File: src/rtl/moore_seq_sequencer.sv
// Moore sequencer stepping a state index in WRAP, BOUNCE or ONESHOT mode; MOORE_SEQ_DWELL_EN adds a per-state dwell counter.
// Latency: a step sampled at edge k shows on every output after edge k; outputs depend on registers only.
// Backpressure: none; en gates advance and load overrides en.
module moore_seq_sequencer #(
    parameter int  NUM_STATES = 3,
    parameter int  DWELL      = 0,
    localparam int STATE_W    = $clog2(NUM_STATES)
) (
    input  logic                  clk,
    input  logic                  reset_n,
    input  logic                  en,
    input  logic                  dir,
    input  logic [1:0]            mode,
    input  logic                  load,
    input  logic [STATE_W-1:0]    load_val,
    output logic [STATE_W-1:0]    state_out,
    output logic [NUM_STATES-1:0] onehot_out,
    output logic                  at_first,
    output logic                  at_last,
    output logic                  wrap_pulse,
    output logic                  done
);

    localparam logic [STATE_W-1:0] LAST         = STATE_W'(NUM_STATES - 1);
    localparam logic [STATE_W-1:0] ONE          = STATE_W'(1);
    localparam logic [1:0]         MODE_BOUNCE  = 2'b01;
    localparam logic [1:0]         MODE_ONESHOT = 2'b10;

    if (NUM_STATES < 2 || NUM_STATES > 256) begin : g_bad_num_states
        $error("moore_seq_sequencer: NUM_STATES must be 2..256");
    end
    if (DWELL < 0 || DWELL > 255) begin : g_bad_dwell
        $error("moore_seq_sequencer: DWELL must be 0..255");
    end

    logic [STATE_W-1:0] state_q, state_d;
    logic               bdir_q, bdir_d;
    logic               wrap_q, wrap_d;
    logic               done_q, done_d;
    logic               step;
`ifdef MOORE_SEQ_DWELL_EN
    logic [7:0]         dwell_q, dwell_d;
`endif

    always_ff @(posedge clk or negedge reset_n) begin
        if (!reset_n) begin
            state_q <= '0;
            bdir_q  <= 1'b0;
            wrap_q  <= 1'b0;
            done_q  <= 1'b0;
`ifdef MOORE_SEQ_DWELL_EN
            dwell_q <= '0;
`endif
        end else begin
            state_q <= state_d;
            bdir_q  <= bdir_d;
            wrap_q  <= wrap_d;
            done_q  <= done_d;
`ifdef MOORE_SEQ_DWELL_EN
            dwell_q <= dwell_d;
`endif
        end
    end

    always_comb begin
        state_d = state_q;
        // Leaving BOUNCE re-arms upward travel so the next BOUNCE entry starts up.
        bdir_d  = (mode == MODE_BOUNCE) ? bdir_q : 1'b0;
        wrap_d  = 1'b0;
        done_d  = done_q;
        step    = 1'b0;
`ifdef MOORE_SEQ_DWELL_EN
        dwell_d = dwell_q;
        if (load) begin
            dwell_d = '0;
        end else if (en) begin
            if (dwell_q == 8'(DWELL)) begin
                dwell_d = '0;
                step    = 1'b1;
            end else begin
                dwell_d = dwell_q + 8'd1;
            end
        end
`else
        step = en && !load;
`endif
        if (load) begin
            state_d = (load_val > LAST) ? LAST : load_val;
            done_d  = 1'b0;
        end else if (step) begin
            case (mode)
                MODE_BOUNCE: begin
                    if (!bdir_q) begin
                        if (state_q == LAST) begin
                            state_d = LAST - ONE;
                            bdir_d  = 1'b1;
                            wrap_d  = 1'b1;
                        end else begin
                            state_d = state_q + ONE;
                        end
                    end else begin
                        if (state_q == '0) begin
                            state_d = ONE;
                            bdir_d  = 1'b0;
                            wrap_d  = 1'b1;
                        end else begin
                            state_d = state_q - ONE;
                        end
                    end
                end
                MODE_ONESHOT: begin
                    if (!dir && state_q != LAST) state_d = state_q + ONE;
                    if (dir && state_q != '0)    state_d = state_q - ONE;
                    done_d = done_q | (dir ? (state_d == '0) : (state_d == LAST));
                end
                default: begin
                    if (!dir) begin
                        wrap_d  = (state_q == LAST);
                        state_d = (state_q == LAST) ? '0 : state_q + ONE;
                    end else begin
                        wrap_d  = (state_q == '0);
                        state_d = (state_q == '0) ? LAST : state_q - ONE;
                    end
                end
            endcase
        end
    end

    always_comb begin
        state_out  = state_q;
        onehot_out = NUM_STATES'(1) << state_q;
        at_first   = (state_q == '0);
        at_last    = (state_q == LAST);
        wrap_pulse = wrap_q;
        done       = done_q;
    end

endmodule

File: config.mk
export PLATFORM = sky130hd
export DESIGN_NAME = moore_seq_sequencer
export DESIGN_NICKNAME = d
export VERILOG_FILES = /design/src/rtl/moore_seq_sequencer.sv
export SDC_FILE = /design/constraint.sdc
export NUM_CORES = 1
export LEC_CHECK = 0
export CAP_MARGIN = 15
export CORE_AREA = 2 2 40 42
export CTS_CLUSTER_SIZE = 8
export DETAILED_ROUTE_END_ITERATION = 8
export DIE_AREA = 0 0 42 44
export PLACE_DENSITY = 0.67
export SLEW_MARGIN = 10
export SYNTH_ARGS = -nofsm -noshare
export SYNTH_HDL_FRONTEND = slang
export SYNTH_SLANG_ARGS = --single-unit
File: constraint.sdc
create_clock -name clk -period 2.1 [get_ports clk]
set_input_delay 0.42 -clock clk [delete_from_list [all_inputs] [get_ports clk]]
set_output_delay 0.42 -clock clk [all_outputs]
set_load 0.01 [all_outputs]
### Word-level counts from Yosys, hierarchy flattened

Cells that the tools add are included.

| cells by class | value |
|---|---|
| add/sub/neg operators | 2 |
| shift operators | 1 |
| $lt $le $gt $ge | 1 |
| eq/ne operators | 5 |
| reduce and logical (&&, ||, !) cells | 11 |
| muxes and demuxes | 33 |
| bitwise operators | 1 |

Operators by type and width:

| kind | count |
|---|---|
| two-way mux 2 bit | 14 |
| two-way mux 1 bit | 17 |
| equality test 2 bit (second input constant) | 3 |
| nonzero test 2 bit | 3 |
| logical NOT 2 bit | 2 |
| one-hot mux 2 bit (2 select lines) | 1 |
| logical AND 1 bit | 3 |
| << shifter 1 x 2 -> 3 bit (first input constant) | 1 |
| adder 2 x 1 -> 2 bit (second input constant) | 1 |
| equality test 2 x 1 -> 1 bit (second input constant) | 1 |
| > comparator 2 bit (second input constant) | 1 |
| logical NOT 1 bit | 2 |
| != test 2 bit (second input constant) | 1 |
| one-hot mux 1 bit (2 select lines) | 1 |
| AND reduction 2 bit | 1 |
| subtractor 2 x 1 -> 2 bit (second input constant) | 1 |
| OR 1 bit | 1 |

| word-level totals | value |
|---|---|
| bits in registers | 5 |
| output and inout port bits | 9 |
| bits of input ports | 9 |

### Longest topological paths before layout

| logic depth | value |
|---|---|
| word-level depth | 13 |
| depth in mapped cells | 6 |
| gate-level depth less buffers | 6 |

### Worst setup path after synthesis

No wires, ideal clock.

| timing path | value |
|---|---|
| kind | reg2reg |
| start | register state_q[0] (netlist: state_out[0]) |
| end | register done_q (netlist: done) |
| setup time | 0.121 ns |
| path buffers | 0 |
| data required time | 1.979 ns |
| cell stages (with the launch flop) | 7 |
| data arrival time | 1.559 ns |
| clock period less this slack | 1.680 ns |
| setup slack | 0.420 ns |
| cells stage by stage | dfrtp_1 inv_1 ha_1 mux2i_1 xnor2_1 nor3_1 a32o_2 |

| on the way | value |
|---|---|
| cells in the longest elaborated chain, start to end | 13 |
| elaborated cells on any way between the ends | 18 |
| classes of those cells | add/sub (2); eq/ne (2); mux (9); bitwise (1); reduce/logical (4) |

RTL lines:

| what | RTL line | RTL |
|---|---|---|
| start, declared | 36 | `logic [STATE_W-1:0] state_q, state_d;` |
| start signal, assigned | 55 | `state_q <= state_d;` |
| parallel branches: the longest is 3 deep, another holds adder 2 x 1 -> 2 bit | n/a |  |
| two-way mux 2 bit (*) | 113 | `if (dir && state_q != '0) state_d = state_q - ONE;` |
| two-way mux 2 bit (*) | 91 | `case (mode)` |
| two-way mux 2 bit (*) | 90 | `end else if (step) begin` |
| two-way mux 2 bit (*) | 87 | `if (load) begin` |
| equality test 2 bit / logical NOT 2 bit (equally long branches) | 114 | `done_d = done_q \| (dir ? (state_d == '0) : (state_d == LAST));` |
| two-way mux 1 bit (*) | 114 |  |
| OR 1 bit (*) | 114 |  |
| two-way mux 1 bit (*) | 91 |  |
| two-way mux 1 bit (*) | 90 |  |
| two-way mux 1 bit (*) | 87 |  |
| end signal, assigned | 58 | `done_q <= done_d;` |
| end, declared | 39 | `logic done_q, done_d;` |

Mark *: on every way between the ends. The select of a mux whose other input is x is not followed.
A chain may end at the register's enable or synchronous reset.

### Worst setup path in the final report

| timing path | value |
|---|---|
| start | register state_q[0] (netlist: state_out[0]) |
| end | output port at_first |

| on the way | value |
|---|---|
| cells in the longest elaborated chain, start to end | 1 |

RTL lines:

| what | RTL line | RTL |
|---|---|---|
| logical NOT 2 bit | 132 | `at_first = (state_q == '0);` |
| end, declared | 18 | `output logic at_first,` |

Every way passes these cells.

==> results.sh <==
export IMPL_p_int_uw=281
export IMPL_grt_total_usage_pct=13.9
export IMPL_globalRoute_totalOverflow=0
export IMPL_p_comb_share_pct=46.0
export IMPL_core_area_um2=1420
export IMPL_power_uw=420
export IMPL_clock_sinks=5
export IMPL_synthesis_nets=77
export IMPL_worstSetupEndpointType="output pin"
export IMPL_slew_violations=0
export IMPL_area_growth_pct=42.2
export IMPL_antenna_found_initial=0
export IMPL_synthCells=61
export IMPL_grt_pass1_wl_um=2020
export IMPL_cts_setup_buffers=0
export IMPL_synth_area_leaders="dfrtp_1 24%, ha_1 17%, mux2i_1 7.7%, inv_1 6.5%, nor2b_1 6.0%"
export IMPL_grt_pass1_vias=487
export IMPL_clockBufferDepth=2
export IMPL_ys_ff_latch=5
export IMPL_final_layout_size_suffix_gt1_share_pct=12.0
export IMPL_syn_area_per_cell_um2=8.55
export IMPL_final_setup_viol_count=0
export IMPL_cts_resized=0
export IMPL_h_tree_depth=1
export IMPL_r2r_end="done"
export IMPL_leakage_nw=0.332
export IMPL_rsz0062_at_grt="false"
export IMPL_worstHoldPathType="input port to asynchronous set/reset pin"
export IMPL_r2r_worst_path_cells=6
export IMPL_fin_skew_ns=0.00103
export IMPL_switchingPower_uw=138
export IMPL_layout_nets=100
export IMPL_slew_headroom_pct=81.4
export IMPL_irDropWorstVdd_v=0.000400
export IMPL_tritoncts="yes"
export IMPL_worstPathArrival_ns=1.60
export IMPL_outcome="finished, final reports clean"
export IMPL_portBuffers=17
export IMPL_pwr_share_seq_pct=27.4
export IMPL_netlist_area_um2=522
export IMPL_yosys_area_top_type="dfrtp_1"
export IMPL_critPathKind="flip-flop to output pin"
export IMPL_finalHoldViolCount=0
export IMPL_cts_root_buf="clkbuf_4"
export IMPL_io_pins=18
export IMPL_fillers=143
export IMPL_ant_nets=0
export IMPL_vias_per_cell=5.05
export IMPL_ys_seq_area_share_pct=24.0
export IMPL_synth_common_cells="9 x inv_1, 7 x ha_1, 5 x dfrtp_1, 5 x nand2_1, 5 x nor2b_1"
export IMPL_dp_hpwl_um=981
export IMPL_regToRegSetupSlack_ns=0.29
export IMPL_power_density_nw_per_um2=565
export IMPL_worstMarginPinSlew_ns=0.278
export IMPL_firstDrtPassIters=4
export IMPL_die_h_um=44
export IMPL_synth_top_area_share_pct=24.0
export IMPL_yosysMostFrequentCell="inv_1"
export IMPL_required_ns=1.68
export IMPL_period_needed_ns=2.02
export IMPL_min_period_over_period_pct=96.3
export IMPL_path_clk_slew_ns=0.05
export IMPL_die_w_um=42
export IMPL_fmax_mhz=495
export IMPL_initial_utilization_pct=36.8
export IMPL_diodes=0
export IMPL_grt_max_degree=9
export IMPL_yosys_warnings=0
export IMPL_wl_per_cell_um=11.7
export IMPL_via_count=500
export IMPL_finalWeightedCongestion=0.900
export IMPL_p_sw_share_pct=32.9
export IMPL_synthFlopType="dfrtp_1"
export IMPL_rows=14
export IMPL_routed_wl_um=1160
export IMPL_tns_ns=0
export IMPL_synth_enable_flop_cells=0
export IMPL_crit_path_start_kind="flip-flop"
export IMPL_p_clk_share_pct=26.7
export IMPL_ctsHoldBuffers=0
export IMPL_cts_buffers=3
export IMPL_drv_cap=0
export IMPL_cp_max_fo=5
export IMPL_drtIter0Drc=2
export IMPL_clock_latency_ns=0.24
export IMPL_die_area_um2=1850
export IMPL_async_flop_share_pct=100
export IMPL_rr_startpoint="state_out[1]"
export IMPL_drc_errors=0
export IMPL_yosysUniqueCellTypes=26
==> layer usage <==
metal	vias to the layer above	global-route usage, %	share of wire (%)
li1	251	-	-
met1	235	17.3	45
met2	12	24.1	48
met3	2	2.92	5.4
met4	0	4.52	1.0
met5	-	0	0
==> area by class of cell <==
cell class | instances | area (um2) | share of cell area [%]
inverter | 9 | 33.8 | 4.55
sequential | 5 | 125 | 16.9
tap | 16 | 20.0 | 2.70
multi-input combinational | 44 | 337 | 45.4
timing repair buffer | 21 | 200 | 27.0
clock buffer | 4 | 26.3 | 3.54
==> stage by stage <==
stage | hold slack (ns) | instance area [um2] | setup WS [ns] | utilization, % | std cells
final | 0.415 | 742 | 0.0782 | 52.3 | 99
after global routing | 0.437 | 742 | 0.00154 | 52.3 | 99
after CTS | 0.420 | 742 | 0.00712 | 52.3 | 99
after detailed placement | 0.479 | 716 | 0.0432 | 50.4 | 95
after global placement | 0.485 | 716 | 0.0931 | 50.4 | 95
after floorplan | 0.124 | 522 | 0.420 | - | 61
==> registers in the layout (all words and copies together), names as in the netlist <==
register,cells
wrap_pulse,1
done,1
bdir_q,1
state_out,2
==> layout by cell type (no fill, tap or decap), types with 2 or more instances in the layout <==
master	count
nor2_1	2
a221oi_1	2
nor3_1	2
buf_4	4
nor2b_1	5
mux2i_1	4
clkdlybuf4s50_1	17
dfrtp_1	5
o21ai_0	2
a211oi_1	2
ha_1	7
clkbuf_4	3
inv_1	8
nand2_1	5
==> critical path: stages, from the launching register on <==
cell and delay [ns]:
dfrtp_1 0.44, inv_2 0.14, ha_1 0.23, clkdlybuf4s50_1 0.56
==> how the worst max path moves through the flow <==
stage,startpoint,to,cells past startpoint
global route,state_out[1],at_first,3
floorplan,state_out[0],done,6
global placement,mode[0],state_out[1],7
CTS,state_out[0],at_first,3
finish,state_out[0],at_first,3
detailed placement,mode[0],state_out[1],7
==> kinds of logic after synthesis <==
family / Yosys count / share of synthesized area (%)
muxes: 5 / 9.83
xor gates and xnor gates: 1 / 1.68
AOI/OAI and AO/OA: 13 / 18.2
adders and majority gates: 7 / 16.8
buffers and inverters: 12 / 11.5
DFF: 5 / 24.0
and+or+nand+nor: 18 / 18.0
==> power groups by stage <==
stage	registers (mW)	logic, mW	clock network [mW]
4_1_cts	0.115	0.194	0.115
3_3_place_gp	0.116	0.193	0
3_5_place_dp	0.116	0.194	0
5_1_grt	0.116	0.215	0.120
6_report	0.115	0.193	0.112
2_1_floorplan	0.117	0.110	0
No activity file was read; power rests on OpenSTA's default activity.
